<file path="src/rtl/seq_divider_pkg.sv">
// rtl/seq_divider_pkg.sv - shared state encoding and constants for seq_divider (signed mode: SEQ_DIV_SIGNED_EN)
package seq_divider_pkg;

  typedef enum logic [1:0] {
    S_IDLE = 2'd0,
    S_CALC = 2'd1,
    S_FIX  = 2'd2,
    S_DONE = 2'd3
  } div_state_t;

  localparam int DIV_MAX_N = 64;

  // Quotient reported for a zero divisor, sliced to the operand width by the user.
  localparam logic [DIV_MAX_N-1:0] DIV0_Q = '1;

  function automatic int cnt_width(input int n);
    return $clog2(n + 1);
  endfunction

endpackage

</file>
<file path="src/rtl/seq_divider_sub_stage.sv">
// rtl/seq_divider_sub_stage.sv - div_sub_stage: a - b as a + ~b + 1 with generate/propagate carries
module div_sub_stage #(
  parameter int W = 33
) (
  input  logic [W-1:0] a,
  input  logic [W-1:0] b,
  output logic [W-1:0] diff,
  output logic         nonneg
);

  logic [W-1:0] nb;
  logic [W-1:0] g;
  logic [W-1:0] p;
  logic [W:0]   c;

  always_comb begin
    nb   = ~b;
    g    = a & nb;
    p    = a ^ nb;
    c    = '0;
    c[0] = 1'b1;
    for (int i = 0; i < W; i++) begin
      c[i+1] = g[i] | (p[i] & c[i]);
    end
    diff   = p ^ c[W-1:0];
    // Carry out of a + ~b + 1 means no borrow, i.e. a >= b.
    nonneg = c[W];
  end

endmodule

</file>
<file path="src/rtl/seq_divider.sv">
// rtl/seq_divider.sv - radix-2 restoring divider, one quotient bit per clock (signed mode: SEQ_DIV_SIGNED_EN)
module seq_divider
  import seq_divider_pkg::*;
#(
  parameter int N = 32
) (
  input  logic         clk,
  input  logic         rst_n,
  input  logic         in_valid,
  output logic         in_ready,
  input  logic [N-1:0] dividend,
  input  logic [N-1:0] divisor,
  input  logic         is_signed,
  output logic         out_valid,
  input  logic         out_ready,
  output logic [N-1:0] q,
  output logic [N-1:0] r,
  output logic         div0
);

  localparam int CW = cnt_width(N);

  div_state_t    state;
  logic [N-1:0]  pr;
  logic [N-1:0]  w;
  logic [N-1:0]  d;
  logic [CW-1:0] cnt;

  logic [N:0]    t_a;
  logic [N:0]    t_diff;
  logic          t_nonneg;
  logic [N-1:0]  pr_next;
  logic [N-1:0]  w_next;
  logic [N-1:0]  a_mag;
  logic [N-1:0]  b_mag;
  logic          unused_diff_msb;

`ifdef SEQ_DIV_SIGNED_EN
  logic op_signed;
  logic neg_q;
  logic neg_r;

  assign a_mag = (is_signed && dividend[N-1]) ? -dividend : dividend;
  assign b_mag = (is_signed && divisor[N-1])  ? -divisor  : divisor;
`else
  logic unused_signed;

  assign unused_signed = is_signed;
  assign a_mag         = dividend;
  assign b_mag         = divisor;
`endif

  assign t_a = {pr, w[N-1]};

  div_sub_stage #(.W(N + 1)) u_sub (
    .a      (t_a),
    .b      ({1'b0, d}),
    .diff   (t_diff),
    .nonneg (t_nonneg)
  );

  // A negative trial keeps the shifted value, which always fits in N bits then.
  assign pr_next         = t_nonneg ? t_diff[N-1:0] : t_a[N-1:0];
  assign w_next          = {w[N-2:0], t_nonneg};
  assign unused_diff_msb = t_diff[N];

  always_ff @(posedge clk or negedge rst_n) begin
    if (!rst_n) begin
      state     <= S_IDLE;
      in_ready  <= 1'b1;
      out_valid <= 1'b0;
      q         <= '0;
      r         <= '0;
      div0      <= 1'b0;
      pr        <= '0;
      w         <= '0;
      d         <= '0;
      cnt       <= '0;
`ifdef SEQ_DIV_SIGNED_EN
      op_signed <= 1'b0;
      neg_q     <= 1'b0;
      neg_r     <= 1'b0;
`endif
    end else begin
      case (state)
        S_IDLE: begin
          if (in_valid && in_ready) begin
            in_ready <= 1'b0;
            if (divisor == '0) begin
              q         <= DIV0_Q[N-1:0];
              r         <= dividend;
              div0      <= 1'b1;
              out_valid <= 1'b1;
              state     <= S_DONE;
            end else begin
              div0  <= 1'b0;
              pr    <= '0;
              w     <= a_mag;
              d     <= b_mag;
              cnt   <= CW'(N);
              state <= S_CALC;
`ifdef SEQ_DIV_SIGNED_EN
              op_signed <= is_signed;
              neg_q     <= is_signed & (dividend[N-1] ^ divisor[N-1]);
              neg_r     <= is_signed & dividend[N-1];
`endif
            end
          end
        end
        S_CALC: begin
          pr  <= pr_next;
          w   <= w_next;
          cnt <= cnt - CW'(1);
          if (cnt == CW'(1)) begin
`ifdef SEQ_DIV_SIGNED_EN
            if (op_signed) begin
              state <= S_FIX;
            end else begin
              q         <= w_next;
              r         <= pr_next;
              out_valid <= 1'b1;
              state     <= S_DONE;
            end
`else
            q         <= w_next;
            r         <= pr_next;
            out_valid <= 1'b1;
            state     <= S_DONE;
`endif
          end
        end
`ifdef SEQ_DIV_SIGNED_EN
        S_FIX: begin
          q         <= neg_q ? -w : w;
          r         <= neg_r ? -pr : pr;
          out_valid <= 1'b1;
          state     <= S_DONE;
        end
`endif
        S_DONE: begin
          if (out_ready) begin
            out_valid <= 1'b0;
            in_ready  <= 1'b1;
            state     <= S_IDLE;
          end
        end
        default: state <= S_IDLE;
      endcase
    end
  end

endmodule

</file>
<file path="config.mk">
export PLATFORM = sky130hd
export DESIGN_NAME = seq_divider
export DESIGN_NICKNAME = d
export VERILOG_FILES = /design/src/rtl/seq_divider_pkg.sv /design/src/rtl/seq_divider_sub_stage.sv /design/src/rtl/seq_divider.sv
export SDC_FILE = /design/constraint.sdc
export NUM_CORES = 1
export LEC_CHECK = 0
export CORE_ASPECT_RATIO = 1.2
export CORE_MARGIN = 2
export CORE_UTILIZATION = 45
export CTS_CLUSTER_SIZE = 28
export DETAILED_ROUTE_END_ITERATION = 10
export PLACE_DENSITY_LB_ADDON = 0.3
export SETUP_SLACK_MARGIN = 0.1
export SLEW_MARGIN = 10
export SYNTH_ARGS = -nofsm -noshare
export SYNTH_HDL_FRONTEND = slang
export SYNTH_SLANG_ARGS = --single-unit
</file>
<file path="constraint.sdc">
create_clock -name clk -period 29.3 [get_ports clk]
set_input_delay 7.325 -clock clk [delete_from_list [all_inputs] [get_ports clk]]
set_output_delay 7.325 -clock clk [all_outputs]
set_load 0.1 [all_outputs]
</file>
# Word level (Yosys, flattened, before mapping)
# Index checks and enable logic that the tools add are counted.
# totals
ff_bits,171
output_inout_bits,67
# classes
addsub,1
bitwise,70
n_eq_ne,8
n_reduce_logical,13
muxes,32
# ops
operator,count
$mux 32,11
$pmux 32 s2,4
$and 33x33->33,1
$not 32->33,1
$or 1x1->1,33
$xor 33x33->33,1
$and 1x1->1,32
$logic_not 32->1,1
$xor 32x32->32,1
$mux 6,2
$pmux 6 s2,1
$reduce_and 3->1,4
$ne 2x2->1 const B,5
$mux 2,4
$mux 1,7
$eq 6x1->1 const B,1
$pmux 2 s3,1
$sub 6x1->6 const B,1
$reduce_and 5->1,1
$reduce_and 4->1,1
$reduce_bool 2->1,2
$pmux 1 s3,1
$reduce_bool 3->1,1
$eq 2x1->1 const B,1
other kinds (6),6

# Logic depth before layout (Yosys ltp)
# Gate-level depths: netlist of the first run.
# logic_depth
word_depth,70
ltp_mapped,42
mapped_depth_nobuf,41

# By module
# From an unflattened synthesis of the first run, not the netlist that was laid out.
# unflattened
hier_cells,767
area_unflattened_um2,8180.3
# by_module_without_submodules
module,area_per_inst_um2,instances,cells_each
seq_divider,7279.5,1,668
div_sub_stage,900.9,1,99

# Least setup slack after synthesis of the first run
# OpenSTA, ideal clock, no wires.
# synth_path
path_kind,flip-flop to flip-flop
startpoint,reg w[31]
endpoint,reg r[28]
path_slack_ns,15.589
n_path_buf,1
arrival_ns,13.582
synth_period_minus_slack_ns,13.711
required_ns,29.172
stages_incl_launch_ff,42
path_cell_list,dfrtp_1 inv_1 ha_1 inv_1 fa_1 fa_1 fa_1 fa_1 fa_1 fa_1 fa_1 fa_1 fa_1 fa_1 fa_1 fa_1 fa_1 fa_1 [6 not listed] fa_1 fa_1 fa_1 fa_1 fa_1 fa_1 fa_1 fa_1 fa_1 inv_1 fa_1 inv_1 fa_1 nor2_1 buf_2 mux2i_1 o21ai_0 mux2_1
# synth_between
elab_chain_len,69
elab_cells_between_ends,71
classes_between,mux: 3; bitwise: 68
# synth_rtl
item,line,rtl
"start, declared",seq_divider.sv:25,logic [N-1:0] w;
"start signal, assigned",seq_divider.sv:98,w <= a_mag;
"start signal, assigned",seq_divider.sv:112,w <= w_next;
$and 33x33->33 or $xor 33x33->33 (tied branches),"seq_divider_sub_stage.sv:18, seq_divider_sub_stage.sv:19",
$or 1x1->1 (*),seq_divider_sub_stage.sv:23,c[i+1] = g[i] | (p[i] & c[i]);
$and 1x1->1 (*),seq_divider_sub_stage.sv:23,
$or 1x1->1 (*),seq_divider_sub_stage.sv:23,
$and 1x1->1 (*),seq_divider_sub_stage.sv:23,
$or 1x1->1 (*),seq_divider_sub_stage.sv:23,
$and 1x1->1 (*),seq_divider_sub_stage.sv:23,
$or 1x1->1 (*),seq_divider_sub_stage.sv:23,
[53 not listed],n/a,
$or 1x1->1,seq_divider_sub_stage.sv:23,
$and 1x1->1,seq_divider_sub_stage.sv:23,
$or 1x1->1,seq_divider_sub_stage.sv:23,
$and 1x1->1,seq_divider_sub_stage.sv:23,
$or 1x1->1,seq_divider_sub_stage.sv:23,
$mux 32 (*),seq_divider.sv:63,assign pr_next = t_nonneg ? t_diff[N-1:0] : t_a[N-1:0];
$mux 32 (*),seq_divider.sv:114,if (cnt == CW'(1)) begin
$pmux 32 s2 (*),seq_divider.sv:85,case (state)
"end signal, assigned",seq_divider.sv:91,r <= dividend;
"end signal, assigned",seq_divider.sv:126,r <= pr_next;
"end, declared",seq_divider.sv:17,"output logic [N-1:0] r,"
# Mark *: on every way between the ends. The rest lies on a longest branch, timed or not. The select of a mux whose other input is x is not followed.
# A chain may end at the register's enable or synchronous reset.

# Final worst setup path of the first run
# layout_path
startpoint,reg w[31]
endpoint,reg r[13]
# layout_between
elab_chain_len,69
elab_cells_between_ends,71
classes_between,mux: 3; bitwise: 68
# layout_rtl
item,line
$and 33x33->33 or $xor 33x33->33 (tied branches),"seq_divider_sub_stage.sv:18, seq_divider_sub_stage.sv:19"
$or 1x1->1 (*),seq_divider_sub_stage.sv:23
$and 1x1->1 (*),seq_divider_sub_stage.sv:23
$or 1x1->1 (*),seq_divider_sub_stage.sv:23
$and 1x1->1 (*),seq_divider_sub_stage.sv:23
$or 1x1->1 (*),seq_divider_sub_stage.sv:23
$and 1x1->1 (*),seq_divider_sub_stage.sv:23
$or 1x1->1 (*),seq_divider_sub_stage.sv:23
[53 not listed],n/a
$or 1x1->1,seq_divider_sub_stage.sv:23
$and 1x1->1,seq_divider_sub_stage.sv:23
$or 1x1->1,seq_divider_sub_stage.sv:23
$and 1x1->1,seq_divider_sub_stage.sv:23
$or 1x1->1,seq_divider_sub_stage.sv:23
$mux 32 (*),seq_divider.sv:63
$mux 32 (*),seq_divider.sv:114
$pmux 32 s2 (*),seq_divider.sv:85
# Marked as above.

==> flow_summary_export.csv, run 1 <==
group,metric,value,unit
layout,nNetsFinal,992,
worst_setup_path,crit_path_start_kind,"register",
clock_tree,cts_sinks,171,
synthesis,synth_edf_count,0,
worst_setup_path,r2r_slack,14550,ps
worst_setup_path,crit_type,"register to register",
placement,io_buffers,134,
synthesis,netlist_area,8526,sq um
layout,design_area,10680,sq um
detailed_routing,vias,6083,
detailed_routing,viasPerCell,5.262,
synthesis,yosysWarnings,0,
worst_setup_path,worstPathRequired,29620,ps
layout,layout_common_cells,"170 x dfrtp_1, 133 x clkdlybuf4s50_1, 72 x inv_1, 72 x nand2_1, 68 x nor2_1",
sta,hold_violations,0,
layout,utilization,57.07,%
sta,skew,7.718,ps
sta,slew_headroom,24.48,%
detailed_routing,drc,0,
worst_setup_path,crit_family,"adder cells",
clock_tree,path_clk_slew,60,ps
sta,setup_violations,0,
floorplanning,die_h,154.8,um
detailed_routing,drt-pass1-iter-count,5,
synthesis,async_reset_ff_share,100.0,%
worst_setup_path,end_kind,"register",
layout,drive_gt1_share,12.11,%
placement,placed_area,10080,sq um
clock_tree,cts_setup_buffers,0,
sta,rsz0062_at_grt,"false",
worst_setup_path,crit_slowest_cell,"fa_1",
floorplanning,ios,136,
global_route,antenna_found_initial,0,
detailed_routing,drt_iter0_markers,398,
worst_setup_path,max_stage_delay,450,ps
sta,fin_tns_setup,0,ps
detailed_routing,drt_wl_total,19.54,mm
clock_tree,h-tree-depth,4,
clock_tree,cts.repair.resized,0,
synthesis,postSynthAreaPerCell,11.00,sq um
clock_tree,cts_buffer_depth,2,
run_status,status,"complete, no violations",
layout,area_growth,25.30,%
global_route,first_global_vias,5998,
clock_tree,insertion_delay,430,ps
worst_setup_path,cpMostUsedCell,"fa_1",
sta,maxSlewViolCount,0,
global_route,grt_pass1_wl,32.12,mm
layout,fillers,1642,
synthesis,yosysSeqAreaShare,50.21,%
layout,num_antenna_cells,0,
worst_setup_path,crit_fanout,25,
global_route,track_usage,20.50,%
detailed_routing,ant_nets,0,
floorplanning,rows,55,
clock_tree,cts-buffers-inserted,17,
worst_hold_path,hold_path.class,"register to register",
floorplanning,die_w,129.7,um
flow_run,cap_violations,0,
worst_setup_path,cp_num_buf_inv,5,
layout,layout_commonest_cell,"dfrtp_1",
sta,period_needed,14750,ps
placement,post-dp-hpwl,13.83,mm
global_route,grt_overflow,0,
placement,gp_congestion,0.8525,
floorplanning,core_area,18720,sq um
synthesis,synth_nets,878,
worst_setup_path,cp.arrival,15060,ps
clock_tree,cts-root-buf,"clkbuf_16",
floorplanning,die-area,20070,sq um
detailed_routing,wire_per_inst,16.90,um
synthesis,ys.flop_type,"dfrtp_1",
clock_tree,cts_hold_buf,0,
synthesis,ys_seq_elements,171,
global_route,grt_max_degree,98,
sta,worstMarginPinSlew,1130,ps
sta,max_freq,67.82,MHz
clock_tree,cts_tree,"done",
synthesis,netlist_instances,775,
synthesis,yosysUniqueCellTypes,41,
floorplanning,initial_utilization,45.55,%
sta,period_share,50.33,%
[Yosys cell counts (2+ instances only)]
| library cell | count | area (sq um) |
|---|---|---|
| a21oi_1 | 6 | 30.03 |
| nand3b_1 | 2 | 15.01 |
| clkbuf_1 | 30 | 112.6 |
| nor4_1 | 8 | 50.05 |
| nor2_1 | 70 | 262.8 |
| a21o_1 | 2 | 15.01 |
| a22oi_1 | 2 | 15.01 |
| o21ai_0 | 35 | 175.2 |
| o221ai_1 | 33 | 289.0 |
| buf_2 | 17 | 85.08 |
| dfrtp_1 | 170 | 4254 |
| o21ai_1 | 2 | 10.01 |
| inv_1 | 72 | 270.3 |
| buf_6 | 3 | 33.78 |
| ha_1 | 3 | 37.54 |
| nor3_1 | 66 | 330.3 |
| mux2i_1 | 31 | 310.3 |
| nand4_1 | 3 | 18.77 |
| fa_1 | 31 | 620.6 |
| nand2b_1 | 2 | 12.51 |
| mux2_1 | 6 | 67.56 |
| and3_1 | 2 | 12.51 |
| mux2_4 | 23 | 345.3 |
| nand2_1 | 72 | 270.3 |
| o22ai_1 | 2 | 12.51 |
| a221o_1 | 31 | 310.3 |
| a31oi_1 | 2 | 12.51 |
| mux2_2 | 36 | 405.4 |
[routing by layer]
metal / part of all wire (%) / track usage (%)
met1: 46 / 29.35
met4: 1.5 / 5.991
met5: 0 / 0
met3: 4.7 / 4.393
met2: 47 / 31.59
[registers in the layout, indices dropped and copies added, names as in the netlist, 2 cells and up]
register	cells
d	32
pr	32
q	32
r	32
w	32
cnt	6
state	2
[area by class of cell]
| type | count | area [sq um] | area share [%] |
|---|---|---|---|
| Sequential cell | 171 | 4280 | 40.07 |
| Multi-Input combinational cell | 481 | 3772 | 35.31 |
| Timing Repair Buffer | 146 | 1433 | 13.41 |
| Clock buffer | 22 | 464.2 | 4.345 |
| Tap cell | 256 | 320.3 | 2.998 |
| Inverter | 72 | 270.3 | 2.530 |
| Clock inverter | 8 | 142.6 | 1.335 |
[cell families (layout without fill, tap and decap cells)]
family / Yosys count / after routing / share of synthesized area [%]
AOI/OAI and AO/OA: 122 / 122 / 11.11
adders and majority gates: 34 / 34 / 7.720
buffers and inverters: 123 / 248 / 5.929
DFF: 171 / 171 / 50.21
muxes: 96 / 96 / 13.24
and+or+nand+nor: 229 / 229 / 11.80
[path summary, 6_finish.rpt]
path,start,endpoint,cells after the start
worst max-delay path,w[31],r[13],41
worst min-delay path,r[27],r[27],1
worst max register to register,w[31],r[13],41
worst min register to register,r[27],r[27],1
max in group asynchronous,rst_n,r[17],2
min in group asynchronous,rst_n,d[3],1
[worst register-to-register path: cells and delay by family (launching register included)]
| kind | cells | cell delay, ps |
|---|---|---|
| flip-flops | 1 | 420 |
| adder cells (fa/ha/maj) | 32 | 12260 |
| AND/OR/NAND/NOR | 1 | 390 |
| buffers and inverters | 5 | 720 |
| AO/OA/AOI/OAI | 1 | 150 |
| multiplexers | 2 | 720 |
[stage by stage]
stage / hold WS (ps) / worst slack, ps / instances
detailed placement: 486.0 / 14640 / 1126
global placement: 476.1 / 14710 / 1126
floorplan: 472.6 / 15590 / 775
finish: 497.7 / 14550 / 1156
global route: 517.7 / 14050 / 1156
CTS: 499.9 / 14570 / 1156
Power of run 1 is left out: the tool's default activity adds up to more than one toggle a clock period on the data nets, which glitch-free logic cannot reach.
==> inputs of run 2 (changes only) <==
==> constraint.sdc (replaced) <==
create_clock -name clk -period 13.7 [get_ports clk]
set_input_delay 3.425 -clock clk [delete_from_list [all_inputs] [get_ports clk]]
set_output_delay 3.425 -clock clk [all_outputs]
set_load 0.1 [all_outputs]
==> run 2 against run 1 <==
Net effect: design area is 4.1% higher; critical path depth is 1 higher; sequential share of layout area is 1.6 points lower; cell count is 2.9% higher.
==> flow_summary_export.csv, run 2 (same netlist as run 1, synthesis figures left out) <==
group,metric,value,unit
floorplanning,rows,55,
sta,period_share,96.98,%
layout,num_antenna_cells,0,
clock_tree,h-tree-depth,4,
detailed_routing,viasPerCell,5.339,
worst_setup_path,crit_fanout,9,
sta,setup_violations,0,
clock_tree,insertion_delay,430,ps
worst_setup_path,crit_slowest_cell,"fa_1",
run_status,status,"complete, no violations",
sta,fin_tns_setup,0,ps
layout,drive_gt1_share,18.63,%
sta,skew,11.53,ps
placement,io_buffers,134,
worst_hold_path,hold_path.class,"register to register",
global_route,antenna_found_initial,0,
floorplanning,die_w,129.7,um
flow_run,cap_violations,0,
layout,nNetsFinal,1025,
sta,maxSlewViolCount,0,
sta,rsz0062_at_grt,"false",
layout,area_growth,30.47,%
layout,layout_common_cells,"170 x dfrtp_1, 133 x clkdlybuf4s50_1, 72 x inv_1, 72 x nand2_1, 68 x nor2_1",
clock_tree,path_clk_slew,70,ps
worst_setup_path,end_kind,"register",
clock_tree,cts-root-buf,"clkbuf_16",
floorplanning,core_area,18720,sq um
floorplanning,ios,136,
floorplanning,initial_utilization,45.55,%
layout,layout_commonest_cell,"dfrtp_1",
placement,gp_congestion,0.8354,
global_route,grt_overflow,0,
detailed_routing,drt_iter0_markers,491,
clock_tree,cts-buffers-inserted,17,
clock_tree,cts_tree,"done",
sta,slew_headroom,24.17,%
sta,max_freq,75.27,MHz
floorplanning,die-area,20070,sq um
detailed_routing,vias,6354,
sta,worstMarginPinSlew,1134,ps
worst_setup_path,worstPathRequired,14020,ps
sta,hold_violations,0,
placement,placed_area,10310,sq um
detailed_routing,ant_nets,0,
worst_setup_path,crit_type,"register to register",
global_route,grt_pass1_wl,33.67,mm
detailed_routing,drc,0,
global_route,track_usage,21.53,%
global_route,first_global_vias,6331,
clock_tree,cts_buffer_depth,2,
worst_setup_path,crit_path_start_kind,"register",
layout,utilization,59.43,%
detailed_routing,drt-pass1-iter-count,5,
worst_setup_path,max_stage_delay,400,ps
detailed_routing,drt_wl_total,20.66,mm
clock_tree,cts_hold_buf,0,
placement,post-dp-hpwl,13.94,mm
worst_setup_path,cpMostUsedCell,"fa_2",
detailed_routing,wire_per_inst,17.36,um
worst_setup_path,r2r_slack,410,ps
clock_tree,cts_sinks,171,
global_route,grt_max_degree,102,
sta,period_needed,13290,ps
floorplanning,die_h,154.8,um
layout,design_area,11120,sq um
worst_setup_path,cp.arrival,13600,ps
sta,holdWs,498.4,ps
==> run 2: cell count changes in the layout (fill, tap and decap cells not counted), sizes merged <==
cell | previous run | this run
buf | 13 | 46
clkinv | 3 | 4
clkinvlp | 1 | 0
inv | 72 | 73
==> run 2: final cells by class <==
| type | instances | area, sq um |
|---|---|---|
| tap | 256 | 320.3 |
| timing repair buffer | 179 | 1733 |
| inverter | 72 | 270.3 |
| fill | 1576 | 7595 |
| clock inverter | 9 | 160.2 |
| clock buffer | 22 | 484.2 |
| sequential | 171 | 4280 |
| multi-input combinational | 481 | 3875 |
==> run 2: path summary, 6_finish.rpt <==
check	startpoint	endpoint	cells past startpoint
setup / recovery	w[31]	r[10]	42
hold / removal	r[30]	r[30]	1
setup reg to reg	w[31]	r[10]	42
hold reg to reg	r[30]	r[30]	1
max in group asynchronous	rst_n	r[16]	2
min in group asynchronous	rst_n	d[6]	1
==> run 2: worst max-delay path, delay by kind of cell (launching register included) <==
family	cells	cell delay, ps
muxes	2	600
AOI/OAI and AO/OA	1	110
adders and majority gates	32	11360
and+or+nand+nor	1	150
DFF	1	380
buffers and inverters	6	580
==> run 2: layer usage <==
| layer | GRT usage [%] | up-vias | wire length, um |
|---|---|---|---|
| met5 | 0 | - | 0 |
| met4 | 7.885 | 0 | 522 |
| met3 | 3.978 | 36 | 971 |
| met2 | 33.06 | 184 | 9843 |
| met1 | 30.61 | 3131 | 9322 |
| li1 | - | 3003 | - |
==> run 2: what timing repair did <==
item	4_1_cts	5_1_grt
cloned	1	0
setup buffers	2	0
resized for setup	20	14
pin swaps	1	1
setup endpoints to repair	65	65
==> run 2: through the flow <==
step,instances,worst slack (ps)
2_1_floorplan,775,132.5
3_3_place_gp,1156,-283.0
3_5_place_dp,1156,-360.1
4_1_cts,1190,130.1
5_1_grt,1190,64.44
6_report,1190,413.6
Power of run 2 is left out for the same reason.
